[src/rtl/def_pin_pkg.sv]
// Shared types and LFSR helpers for the DEF pin-test sequencer/checker.
package def_pin_pkg;

  typedef enum logic [2:0] {
    ST_IDLE   = 3'd0,
    ST_DRIVE  = 3'd1,
    ST_SETTLE = 3'd2,
    ST_SAMPLE = 3'd3,
    ST_DONE   = 3'd4
  } state_e;

  localparam logic [7:0] LFSR_SEED = 8'hA5;
  localparam logic [7:0] LFSR_TAPS = 8'hB8;

  // Galois right-shift step for x^8+x^6+x^5+x^4+1.
  function automatic logic [7:0] lfsr_next(input logic [7:0] cur);
    return (cur >> 1) ^ (cur[0] ? LFSR_TAPS : 8'h00);
  endfunction

endpackage

[src/rtl/def_pin_lfsr8.sv]
// 8-bit Galois LFSR stimulus source; load reseeds, step advances one position.
module def_pin_lfsr8
  import def_pin_pkg::*;
(
  input  logic       clk,
  input  logic       rst_n,
  input  logic       load,
  input  logic       step,
  output logic [7:0] q
);

  logic [7:0] q_q, q_d;

  always_comb begin
    q_d = q_q;
    if (load)      q_d = LFSR_SEED;
    else if (step) q_d = lfsr_next(q_q);
  end

  always_ff @(posedge clk or negedge rst_n) begin
    if (!rst_n) q_q <= LFSR_SEED;
    else        q_q <= q_d;
  end

  assign q = q_q;

endmodule

[config.mk]
export PLATFORM = sky130hd
export DESIGN_NAME = def_pin_lfsr8
export DESIGN_NICKNAME = d
export VERILOG_FILES = /design/src/rtl/def_pin_pkg.sv /design/src/rtl/def_pin_lfsr8.sv
export SDC_FILE = /design/constraint.sdc
export NUM_CORES = 1
export LEC_CHECK = 0
export CAP_MARGIN = 5
export CORE_AREA = 2 2 39 41
export CTS_CLUSTER_SIZE = 40
export DETAILED_ROUTE_END_ITERATION = 10
export DIE_AREA = 0 0 41 43
export PLACE_DENSITY = 0.51
export SLEW_MARGIN = 20
export SYNTH_ARGS = -nofsm -noshare
export SYNTH_HDL_FRONTEND = slang
export SYNTH_SLANG_ARGS = --single-unit
[constraint.sdc]
create_clock -name clk -period 1.1 [get_ports clk]
set_input_delay 0.165 -clock clk [delete_from_list [all_inputs] [get_ports clk]]
set_output_delay 0.165 -clock clk [all_outputs]
set_load 0.005 [all_outputs]
# After elaboration in Yosys (flattened, before gate mapping)
# Cells that the tools add are included.
[classes]
mux = 3
n_bitwise = 1
n_reduce_logical = 1
[ops]
columns = ["op", "n"]
rows = [
  ["8-bit 2-to-1 mux", 3],
  ["7-bit by 8-bit XOR with 8-bit output", 1],
  ["2-bit nonzero test", 1],
]
[totals]
regBits = 8
input_bits = 4
word_cells = 6

# Logic depth before layout (Yosys ltp)
[depth]
word_depth = 4
ltp_mapped = 3

# Worst setup path before layout
# OpenSTA, ideal clock, no wires.
[synth_path]
kind = "flip-flop to flip-flop"
start = "register q_q[0] (netlist: q[0])"
end = "register q_q[3] (netlist: q[3])"
arrival_time_ns = 0.946
required_time_ns = 1.006
setup_slack_ns = 0.060
stages_incl_launch_ff = 4
n_path_buf = 1
path_cell_list = "dfstp_2 clkbuf_2 xnor2_1 a211oi_1"
[synth_via]
elab_chain_len = 4
[synth_lines]
columns = ["item", "line_no", "rtl"]
rows = [
  ["from (decl)", "def_pin_lfsr8.sv:12", "logic [7:0] q_q, q_d;"],
  ["from (signal assigned)", "def_pin_lfsr8.sv:22", "else q_q <= q_d;"],
  ["8-bit 2-to-1 mux", "def_pin_pkg.sv:17", "return (cur >> 1) ^ (cur[0] ? LFSR_TAPS : 8'h00);"],
  ["7-bit by 8-bit XOR with 8-bit output", "def_pin_pkg.sv:17", ""],
  ["8-bit 2-to-1 mux", "def_pin_lfsr8.sv:17", "else if (step) q_d = lfsr_next(q_q);"],
  ["8-bit 2-to-1 mux", "def_pin_lfsr8.sv:16", "if (load) q_d = LFSR_SEED;"],
]
# Every way passes these cells. The select of a mux whose other input is x is not followed.
# A chain may end at the register's enable or synchronous reset.

# Final worst setup path
[layout_path]
start = "register q_q[1] (netlist: q[1])"
end = "output port q[1]"
[layout_rtl]
columns = ["item", "line_no", "rtl"]
rows = [
  ["to (decl)", "def_pin_lfsr8.sv:9", "output logic [7:0] q"],
]
# No word-level cell between the ends.

==> results.tsv <==
metric	value	unit
finalMaxSlewViolations	0	
htree_num_levels	1	
core_area	1380	um^2
skew	0.000790	ns
pwr_density_cell	1300	nW/um^2
fin_util	0.403	
yosysSeqAreaShare	0.586	
hold_violations	0	
slowest_stage	dfrtp_1	
cts_buffers	3	
period_share	0.962	
p_seq_frac	0.466	
grt_usage	0.119	
crit_start	q[1]$_DFFE_PN0P_	
drc_errors	0	
grt_pass1_vias	294	
path_clk_slew	0.05	ns
design_power_total	0.725	mW
period_needed	1.06	ns
synth_cell_types	12	
synthesis.nets	34	
cp_top_family	flip-flops	
worstPathMaxFanout	2	
clock.fmax	945	MHz
crit_chain	dlygate4sd2_1	
drt_wl_total	776	um
antenna_found_initial	0	
grt_max_degree	12	
peakVddDrop	0.514	mV
maxSlewHeadroom	0.750	
holdWs	0.197	ns
cp_num_cells	1	
hpwl	549	um
cp-start-kind	flip-flop	
mostFrequentLayoutCells	buf_4, mux2i_1	
grt_pass1_wl	1.33	mm
root_buffer	clkbuf_4	
arrival	0.89	ns
crit_buf_inv	1	
avgSynthCellArea	11.7	um^2
p_leak	0.271	nW
routabilityCongestion	0.734	
die_height	43	um
clockPowerShare	0.303	
busiest_layer	met2	
rows	14	
setup_viol	0	
rsz0062_at_grt	yes	
dr.first_iter.drc_count	4	
largest_reg_flops	8	
worst_hold_path_type	in2async	
power_frac_comb	0.232	
port_buffers	11	
worstSetupPathType	reg2out	
met1_usage	0.134	
io_pins	12	
p_sw	0.175	mW
rrSetupSlack	0.07	ns
synth_seq_cells	8	
place_worst_setup_slack	-0.0942	ns
die-width	41	um
rr_endpoint	q[4]$_DFFE_PN0P_	
avgViaCountPerCell	4.40	
drive_gt1_frac	0.423	
setup_slack	0.0418	ns
reg2reg_depth	3	
r2r_start	q[0]$_DFFE_PN1P_	
wl_per_cell	11.4	um
max_stage_delay	0.38	ns
fillers	142	
clk_path_buf_depth	2	
dr.pass1.iters	4	
switching_share	0.242	
grt_use_met2	0.156	
area_delta_synth_final	59.3	%
cp_data_required_time	0.94	ns
drv_cap	0	
p_int	0.549	mW
fin_tns_setup	0	ns
clock_latency	0.25	ns
die-area	1760	um^2
gr-total-overflow	0	
met3_usage	0.0471	
vias	299	
ys_warn_count	0	
cp-end-kind	output pin	
antenna_cells	0	
worstSetupEndpoint	q[1]	
syn_area	350	um^2
ant_nets	0	
cts_tree	built	
final_common_cell	buf_4	
nets	58	
start_util	0.253	
synthCells	30	
clock_sinks	8	
outcome	completed	
tightest_slew	0.373	ns
cts-hold-fix-buffers	0	
power by group through the flow:
stage | clock (mW) | combinational (mW) | sequential [mW]
finish | 0.219 | 0.168 | 0.338
global placement | 0 | 0.167 | 0.344
detailed placement | 0 | 0.169 | 0.345
global route | 0.255 | 0.184 | 0.341
CTS | 0.238 | 0.161 | 0.338
floorplan | 0 | 0.0584 | 0.351
layout make-up:
cell class,instances,area (um^2),area share
Multi-Input combinational cell,19,134,0.240
Inverter,1,3.75,0.00673
Timing Repair Buffer,21,173,0.309
Tap cell,16,20.0,0.0359
Clock buffer,3,22.5,0.0404
Sequential cell,8,205,0.368
synth_stat cells (all sizes together):
| master | instances | area (um^2) |
|---|---|---|
| nor2 | 4 | 15.0 |
| a211oi | 2 | 15.0 |
| mux2i | 5 | 50.1 |
| nand2 | 3 | 11.3 |
| nor3 | 1 | 5.00 |
| a31oi | 1 | 6.26 |
| clkbuf | 1 | 5.00 |
| buf | 1 | 7.51 |
| dfrtp | 4 | 100 |
| inv | 1 | 3.75 |
| xnor2 | 3 | 26.3 |
| dfstp | 4 | 105 |
kinds of logic after synthesis:
group	after synthesis	share of synthesized area
DFF	8	0.586
and+or+nand+nor	8	0.0893
muxes	5	0.143
AOI/OAI and AO/OA	3	0.0607
xor gates and xnor gates	3	0.0750
buffers and inverters	3	0.0464
how the worst min path moves through the flow:
stage	endpoint	slack (ns)	cells past startpoint
after global routing	q[4]$_DFFE_PN0P_	0.21	1
after floorplan	q[1]$_DFFE_PN0P_	-0.13	0
after global placement	q[4]$_DFFE_PN0P_	0.46	1
after CTS	q[1]$_DFFE_PN0P_	0.21	1
after detailed placement	q[4]$_DFFE_PN0P_	0.48	1
final	q[4]$_DFFE_PN0P_	0.20	1
routing by layer:
metal	share of wire	wire length [um]	vias up
met5	0	0	-
met4	0.013	10	0
met3	0.061	47	2
met1	0.42	327	144
met2	0.50	391	6
li1	-	-	147
through the flow:
stage               instance area [um^2]  cells
CTS                                  546     67
floorplan                            350     30
global placement                     533     62
finish                               558     68
global route                         558     68
detailed placement                   533     62
timing repair:
action                                  CTS  global route
pin swaps                                 0             2
gates resized for setup                  20             1
endpoints found under the setup margin    8             4
setup buffers                             2             1
Note: power is estimated with default switching activity, not from simulation.
